**src/rtl/trivium_prng.sv**
```systemverilog
// rtl/trivium_prng.sv - Trivium keystream PRNG, UNROLL rounds per clock, 128-bit words on request
// Optional macro TRIVIUM_PRNG_PREFETCH_EN: keep one keystream word generated ahead of requests.
module trivium_prng #(
  parameter int UNROLL      = 64,
  parameter int INIT_ROUNDS = 1152
) (
  input  logic         clk,
  input  logic         rst,
  input  logic [255:0] seed,
  input  logic         reseed,
  output logic         reseed_ack,
  output logic [127:0] rdi_data,
  output logic         rdi_valid,
  input  logic         rdi_ready
);
  localparam int INIT_CYCLES = INIT_ROUNDS / UNROLL;
  localparam int GEN_CYCLES  = 128 / UNROLL;
  localparam int MAX_CYCLES  = (INIT_CYCLES > GEN_CYCLES) ? INIT_CYCLES : GEN_CYCLES;
  localparam int CNT_W       = $clog2(MAX_CYCLES) + 1;
  localparam logic [CNT_W-1:0] INIT_LAST = CNT_W'(INIT_CYCLES - 1);
  localparam logic [CNT_W-1:0] GEN_LAST  = CNT_W'(GEN_CYCLES - 1);

  typedef enum logic [1:0] {UNSEEDED, INIT, READY, GEN} state_t;

  state_t             state;
  logic [287:0]       st;
  logic [287:0]       st_nxt;
  logic [UNROLL-1:0]  ks;
  logic [127:0]       word;
  logic [127:0]       word_nxt;
  logic [CNT_W-1:0]   cnt;
  logic               pending;
  logic               req;
  logic               unused_seed;
`ifdef TRIVIUM_PRNG_PREFETCH_EN
  logic [127:0]       pf_buf;
  logic               pf_full;
`endif

  // Returns {z, next_state}; bit k of the state vector holds Trivium s[k+1].
  function automatic logic [288:0] trivium_round(input logic [287:0] s);
    logic t1, t2, t3, z;
    t1 = s[65] ^ s[92];
    t2 = s[161] ^ s[176];
    t3 = s[242] ^ s[287];
    z  = t1 ^ t2 ^ t3;
    t1 = t1 ^ (s[90] & s[91]) ^ s[170];
    t2 = t2 ^ (s[174] & s[175]) ^ s[263];
    t3 = t3 ^ (s[285] & s[286]) ^ s[68];
    return {z, s[286:177], t2, s[175:93], t1, s[91:0], t3};
  endfunction

  function automatic logic [287:0] load_state(input logic [255:0] sd);
    logic [287:0] s;
    s          = '0;
    s[79:0]    = sd[79:0];
    s[172:93]  = sd[159:80];
    s[287:285] = 3'b111;
    return s;
  endfunction

  always_comb begin
    logic [287:0] s;
    logic [288:0] r;
    s  = st;
    r  = '0;
    ks = '0;
    for (int u = 0; u < UNROLL; u++) begin
      r     = trivium_round(s);
      ks[u] = r[288];
      s     = r[287:0];
    end
    st_nxt = s;
  end

  // Earliest keystream bits end up at the bottom of the word after GEN_CYCLES shifts.
  assign word_nxt    = {ks, word[127:UNROLL]};
  assign req         = pending | rdi_ready;
  assign unused_seed = ^seed[255:160];

  always_ff @(posedge clk or posedge rst) begin
    if (rst) begin
      state      <= UNSEEDED;
      st         <= '0;
      word       <= '0;
      cnt        <= '0;
      pending    <= 1'b0;
      reseed_ack <= 1'b0;
      rdi_valid  <= 1'b0;
      rdi_data   <= '0;
`ifdef TRIVIUM_PRNG_PREFETCH_EN
      pf_buf     <= '0;
      pf_full    <= 1'b0;
`endif
    end else begin
      reseed_ack <= 1'b0;
      rdi_valid  <= 1'b0;
      // A delivery below clears pending after this, so a request landing on it is dropped.
      if (rdi_ready) pending <= 1'b1;
      if (reseed) begin
        st    <= load_state(seed);
        cnt   <= '0;
        state <= INIT;
`ifdef TRIVIUM_PRNG_PREFETCH_EN
        pf_full <= 1'b0;
`endif
      end else begin
        case (state)
          UNSEEDED: ;
          INIT: begin
            st  <= st_nxt;
            cnt <= cnt + 1'b1;
            if (cnt == INIT_LAST) begin
              reseed_ack <= 1'b1;
              cnt        <= '0;
`ifdef TRIVIUM_PRNG_PREFETCH_EN
              state      <= GEN;
`else
              state      <= READY;
`endif
            end
          end
          READY: begin
`ifdef TRIVIUM_PRNG_PREFETCH_EN
            if (pf_full && req) begin
              rdi_data  <= pf_buf;
              rdi_valid <= 1'b1;
              pending   <= 1'b0;
              pf_full   <= 1'b0;
              cnt       <= '0;
              state     <= GEN;
            end
`else
            if (req) begin
              cnt   <= '0;
              state <= GEN;
            end
`endif
          end
          GEN: begin
            st   <= st_nxt;
            word <= word_nxt;
            cnt  <= cnt + 1'b1;
            if (cnt == GEN_LAST) begin
              cnt <= '0;
`ifdef TRIVIUM_PRNG_PREFETCH_EN
              if (req) begin
                rdi_data  <= word_nxt;
                rdi_valid <= 1'b1;
                pending   <= 1'b0;
                state     <= GEN;
              end else begin
                pf_buf  <= word_nxt;
                pf_full <= 1'b1;
                state   <= READY;
              end
`else
              rdi_data  <= word_nxt;
              rdi_valid <= 1'b1;
              pending   <= 1'b0;
              state     <= READY;
`endif
            end
          end
        endcase
      end
    end
  end
endmodule

```
**config.mk**
```make
export PLATFORM = sky130hd
export DESIGN_NAME = trivium_prng
export DESIGN_NICKNAME = d
export VERILOG_FILES = /design/src/rtl/trivium_prng.sv
export SDC_FILE = /design/constraint.sdc
export NUM_CORES = 1
export LEC_CHECK = 0
export BUFFER_PORTS_ARGS = -buffer_cell sky130_fd_sc_hd__buf_2
export CAP_MARGIN = 30
export CORE_UTILIZATION = 45
export CTS_CLUSTER_DIAMETER = 40
export DETAILED_ROUTE_END_ITERATION = 8
export PLACE_DENSITY_LB_ADDON = 0.2
export SLEW_MARGIN = 0
export SYNTH_ARGS = -nofsm -noshare
export SYNTH_HDL_FRONTEND = slang
export SYNTH_SLANG_ARGS = --single-unit
```
**constraint.sdc**
```tcl
create_clock -name clk -period 28.2 [get_ports clk]
set_input_delay 0 -clock clk [delete_from_list [all_inputs] [get_ports clk]]
set_output_delay 0 -clock clk [all_outputs]
set_load 0.005 [all_outputs]
```
* Yosys cells after proc, flatten, opt, wreduce, memory -nomap -nowiden *
Cells that the tools add are included.

operators by class
  add/subtract/negate cells = 1
  equal/unequal tests = 8
  mux-type cells = 22
  reduce and logical (&&, ||, !) cells = 7
  bitwise logic cells = 898

operators by type and width
  cell                   count
  $xor A1 B1 Y1          704
  $mux W288              2
  $and A1 B1 Y1          192
  $mux W6                4
  $pmux W6 S3            1
  $mux W1                10
  $ne A3 B3 Y1 const B   3
  $mux W2                4
  $add A6 B1 Y6 const B  1
  $eq A6 B1 Y1 const B   1
  $eq A6 B5 Y1 const B   1
  $pmux W2 S3            1
  $eq A2 B2 Y1 const B   2
  $reduce_and A2 Y1      2
  $reduce_and A4 Y1      1
  $reduce_bool A4 Y1     1
  $reduce_and A3 Y1      1
  $eq A2 B1 Y1 const B   1
  $reduce_bool A2 Y1     1
  $reduce_or A2 Y1       1
  $not A1 Y1             1
  $or A1 B1 Y1           1

storage, ports and cells
  input bits = 260
  flip-flop bits (word level) = 555
  word-level logic and storage cells = 944

* Longest topological paths before layout *
  depth after elaboration = 5
  mapped depth = 10
  gate-level depth less buffers = 7

* Least setup slack after synthesis *
No wires, ideal clock.

  path kind = flip-flop to flip-flop
  start = register cnt[1]
  end = register rdi_data[112]
  cell stages (with the launch flop) = 10
  arrival time = 1,596 ps
  path slack = 26,471 ps
  path buffers = 3
  required time = 28,067 ps
  path through = dfrtp_1 -> inv_1 -> ha_1 -> nor4b_4 -> nand4_2 -> buf_6 -> buf_6 -> buf_6 -> nand2_1 -> o21ai_0

on the way
  longest elaborated chain between the ends = 2

ends and longest elaborated chain
  what                                line  text
  from (decl)                         31    logic [CNT_W-1:0] cnt;
  from (signal assigned)              112   cnt <= cnt + 1'b1;
  from (signal assigned)              143   cnt <= cnt + 1'b1;
  $eq A6 B1 Y1                        144   if (cnt == GEN_LAST) begin
  $reduce_and A3 Y1 (no source line)  n/a
  to (signal assigned)                158   rdi_data <= word_nxt;
  to (decl)                           12    output logic [127:0] rdi_data,

No other way between the ends.
A chain may end at the register's enable or synchronous reset.

* Final worst setup path *
  start = register state[0]
  end = register rdi_data[118]

on the way
  longest elaborated chain between the ends = 2

ends and longest elaborated chain
  what                                line  text
  from (decl)                         25    state_t state;
  from (signal assigned)              83    state <= UNSEEDED;
  from (signal assigned)              103   state <= INIT;
  from (signal assigned)              119   state <= READY;
  $eq A2 B2 Y1                        108   case (state)
  $reduce_and A3 Y1 (no source line)  n/a

No other way between the ends.

==> impl_metrics.tcl <==
set metrics [dict create \
    p_per_area_nw_per_um2 95.6 \
    drtPass1Iterations 5 \
    grt_max_degree 179 \
    clock_tree.buffer_depth 3 \
    hold_buffers 212 \
    critPathMaxFanout 86 \
    path_cells "nor2b_4 > nand4_4 > buf_4 > buf_4 > nand2_1 > o21ai_0" \
    placed_area_um2 28400 \
    hold_path_class "input pin to async pin" \
    vdd_drop_max_mv 0.0524 \
    chipWidth_um 246 \
    synth_ff_type "dfrtp_1" \
    rr_worst_depth 6 \
    syn-cell-area_um2 26800 \
    drc 0 \
    finalHoldViolations 0 \
    clk_latency_ns 0.63 \
    crit_top_cell "buf_4" \
    tightest_slew_ns 1.05 \
    dp_hpwl_mm 75.2 \
    cp.arrival_ns 3.76 \
    required_ns 28.67 \
    netlist_instances 2752 \
    die_y_um 246 \
    r2r-start "state[0]" \
    io_buffers 293 \
    design_area_um2 33400 \
    run_status "finished clean" \
    max_slew_margin_pct 29.9 \
    slowest_stage "dfrtp_4" \
    r2r_slack_ns 24.90 \
    worstSetupEndpointType "register" \
    gp_congestion 0.975 \
    fin_crit_sh_pct 11.7 \
    drtIter0Drc 2350 \
    io_pins 390 \
    tritoncts "done" \
    cts_setup_buffers 0 \
    synthArstFlopShare_pct 100 \
    design.core.area_um2 58900 \
    root_buffer "clkbuf_16" \
    track_usage_pct 34.4 \
    worst-path-buf-inv 2 \
    slew_viol_final 0 \
    cts_resized 0 \
    ys_ff_latch 491 \
    fmax_mhz 303 \
    rows 89 \
    yosysWarnings 0 \
    p_leak_uw 0.0151 \
    fin_worst_skew_ns 0.0279 \
    area_growth_pct 24.9 \
    syn_nets 3014 \
    timing.setup.tns_ns 0 \
    start_kind "register" \
    htreeDepth 3 \
    power_uw 3200 \
    vias 22000 \
    vias_per_cell 5.57 \
    wl_per_cell_um 26.1 \
    grt_first_pass_wirelength_mm 149 \
    fin_util_pct 56.8 \
    start_util_pct 45.5 \
    synth_edf_count 0 \
    antenna_found_initial 0 \
    synth-seq-area-share_pct 45.9 \
    synth.avg_cell_area_um2 9.73 \
    r2r-end "rdi_data[118]" \
    cts_sinks 491 \
    grt_pass1_vias 21300 \
    path_class "register to register" \
    rsz0062_at_grt "false" \
    period_needed_ns 3.30 \
    clkTransAtPathRegs_ns 0.06 \
    setup_viol 0 \
    diodes 0 \
    cp_top_family "simple AND/OR/NAND/NOR gates" \
    synthDistinctLibCells 35 \
    drv_cap 0 \
    wirelength_mm 103 \
    drive_gt1_share_pct 14.6 \
    gr-total-overflow 0 \
    postRouteAntennaNets 0 \
    crit_path_max_incr_delay_ns 0.80 \
    cts_buffers 83 \
    die-area_um2 60500 \
    nets 3378 \
]
-- cells by family after synthesis --
logic type      after synthesis  synth area share [%]
simple gates                754                  11.6
xor+xnor                    705                  23.1
flops                       491                  45.9
compound gates              457                  11.6
buf+inv                     249                  4.20
mux                          94                  3.51
fa+ha+maj                     2                0.0934
-- synthesized netlist by cell type (all sizes together) (3+ instances only) --
cell type | n | area (um2)
xnor2 | 604 | 5290
nand2 | 549 | 2060
dfrtp | 491 | 12300
o21ai | 181 | 906
clkbuf | 152 | 571
nor2 | 130 | 488
xor2 | 101 | 885
mux2i | 94 | 941
buf | 93 | 539
a21o | 70 | 526
a22o | 69 | 604
a211oi | 65 | 488
nor3b | 59 | 443
a221o | 41 | 410
a21oi | 23 | 115
nor2b | 5 | 31.3
a211o | 3 | 26.3
a31oi | 3 | 18.8
inv | 3 | 11.3
-- cell usage in the layout (no fill, tap or decap), types with 84 or more instances in the layout --
master         netlist  layout
xor2_1             101     101
clkbuf_16            0      84
nor2_1             130     129
dlygate4sd3_1        0     212
nand2_1            549     548
xnor2_1            604     604
buf_2               62     292
mux2i_1             94      94
dfrtp_1            491     490
o21ai_0            179     179
-- worst register-to-register path, delay by kind of cell, from the launching register on --
family / cells / cell delay, ns
buffers and inverters: 2 / 1.01
and+or+nand+nor: 3 / 1.24
DFF: 1 / 0.80
AOI/OAI and AO/OA: 1 / 0.09
-- state kept, by name, summed over array words and instances, names as in the netlist --
| register | cells |
|---|---|
| cnt | 6 |
| pending | 1 |
| rdi_data | 128 |
| rdi_valid | 1 |
| reseed_ack | 1 |
| st | 288 |
| state | 2 |
| word | 64 |
-- layer usage --
metal	routed length (um)	share of wire (%)	vias up	GRT usage, %
met4	5970	5.8	0	18.5
met3	8090	7.8	224	5.37
met1	43600	42	11000	47.5
met2	45800	44	1056	51.6
met5	0	0	-	0
li1	-	-	9752	-
-- layout make-up --
class | instances | area, um2
timing repair buffer | 524 | 3850
clock buffer | 101 | 2270
clock inverter | 52 | 654
multi-input combinational | 2012 | 13400
sequential | 491 | 12300
inverter | 4 | 23.8
fill | 5104 | 25500
tap | 773 | 967
-- per-stage QoR --
stage | cells | hold slack (ns) | worst slack, ns
CTS | 3957 | 0.0482 | 24.92
global placement | 3588 | 0.151 | 24.43
detailed placement | 3592 | 0.162 | 24.93
finish | 3957 | 0.0101 | 24.90
global route | 3957 | 0.0928 | 24.66
floorplan | 2752 | 0.121 | 14.50
-- worst max-delay path by stage --
| stage | slack (ns) | endpoint | cells after the start | startpoint |
|---|---|---|---|---|
| floorplan | 14.50 | cnt[0] | 1 | rst |
| global placement | 24.43 | rdi_data[116] | 6 | state[0] |
| detailed placement | 24.93 | rdi_data[117] | 6 | state[0] |
| CTS | 24.92 | rdi_data[112] | 6 | state[0] |
| global route | 24.66 | rdi_data[114] | 6 | state[0] |
| finish | 24.90 | rdi_data[118] | 6 | state[0] |
-- power by group --
group	internal, uW	total (uW)	leakage [uW]	switching (uW)
Clock	658	1050	0.00141	392
Combinational	467	1080	0.00724	616
Sequential	801	1070	0.00644	266
Total	1930	3200	0.0151	1270
Note: power is estimated with default switching activity, not from simulation.
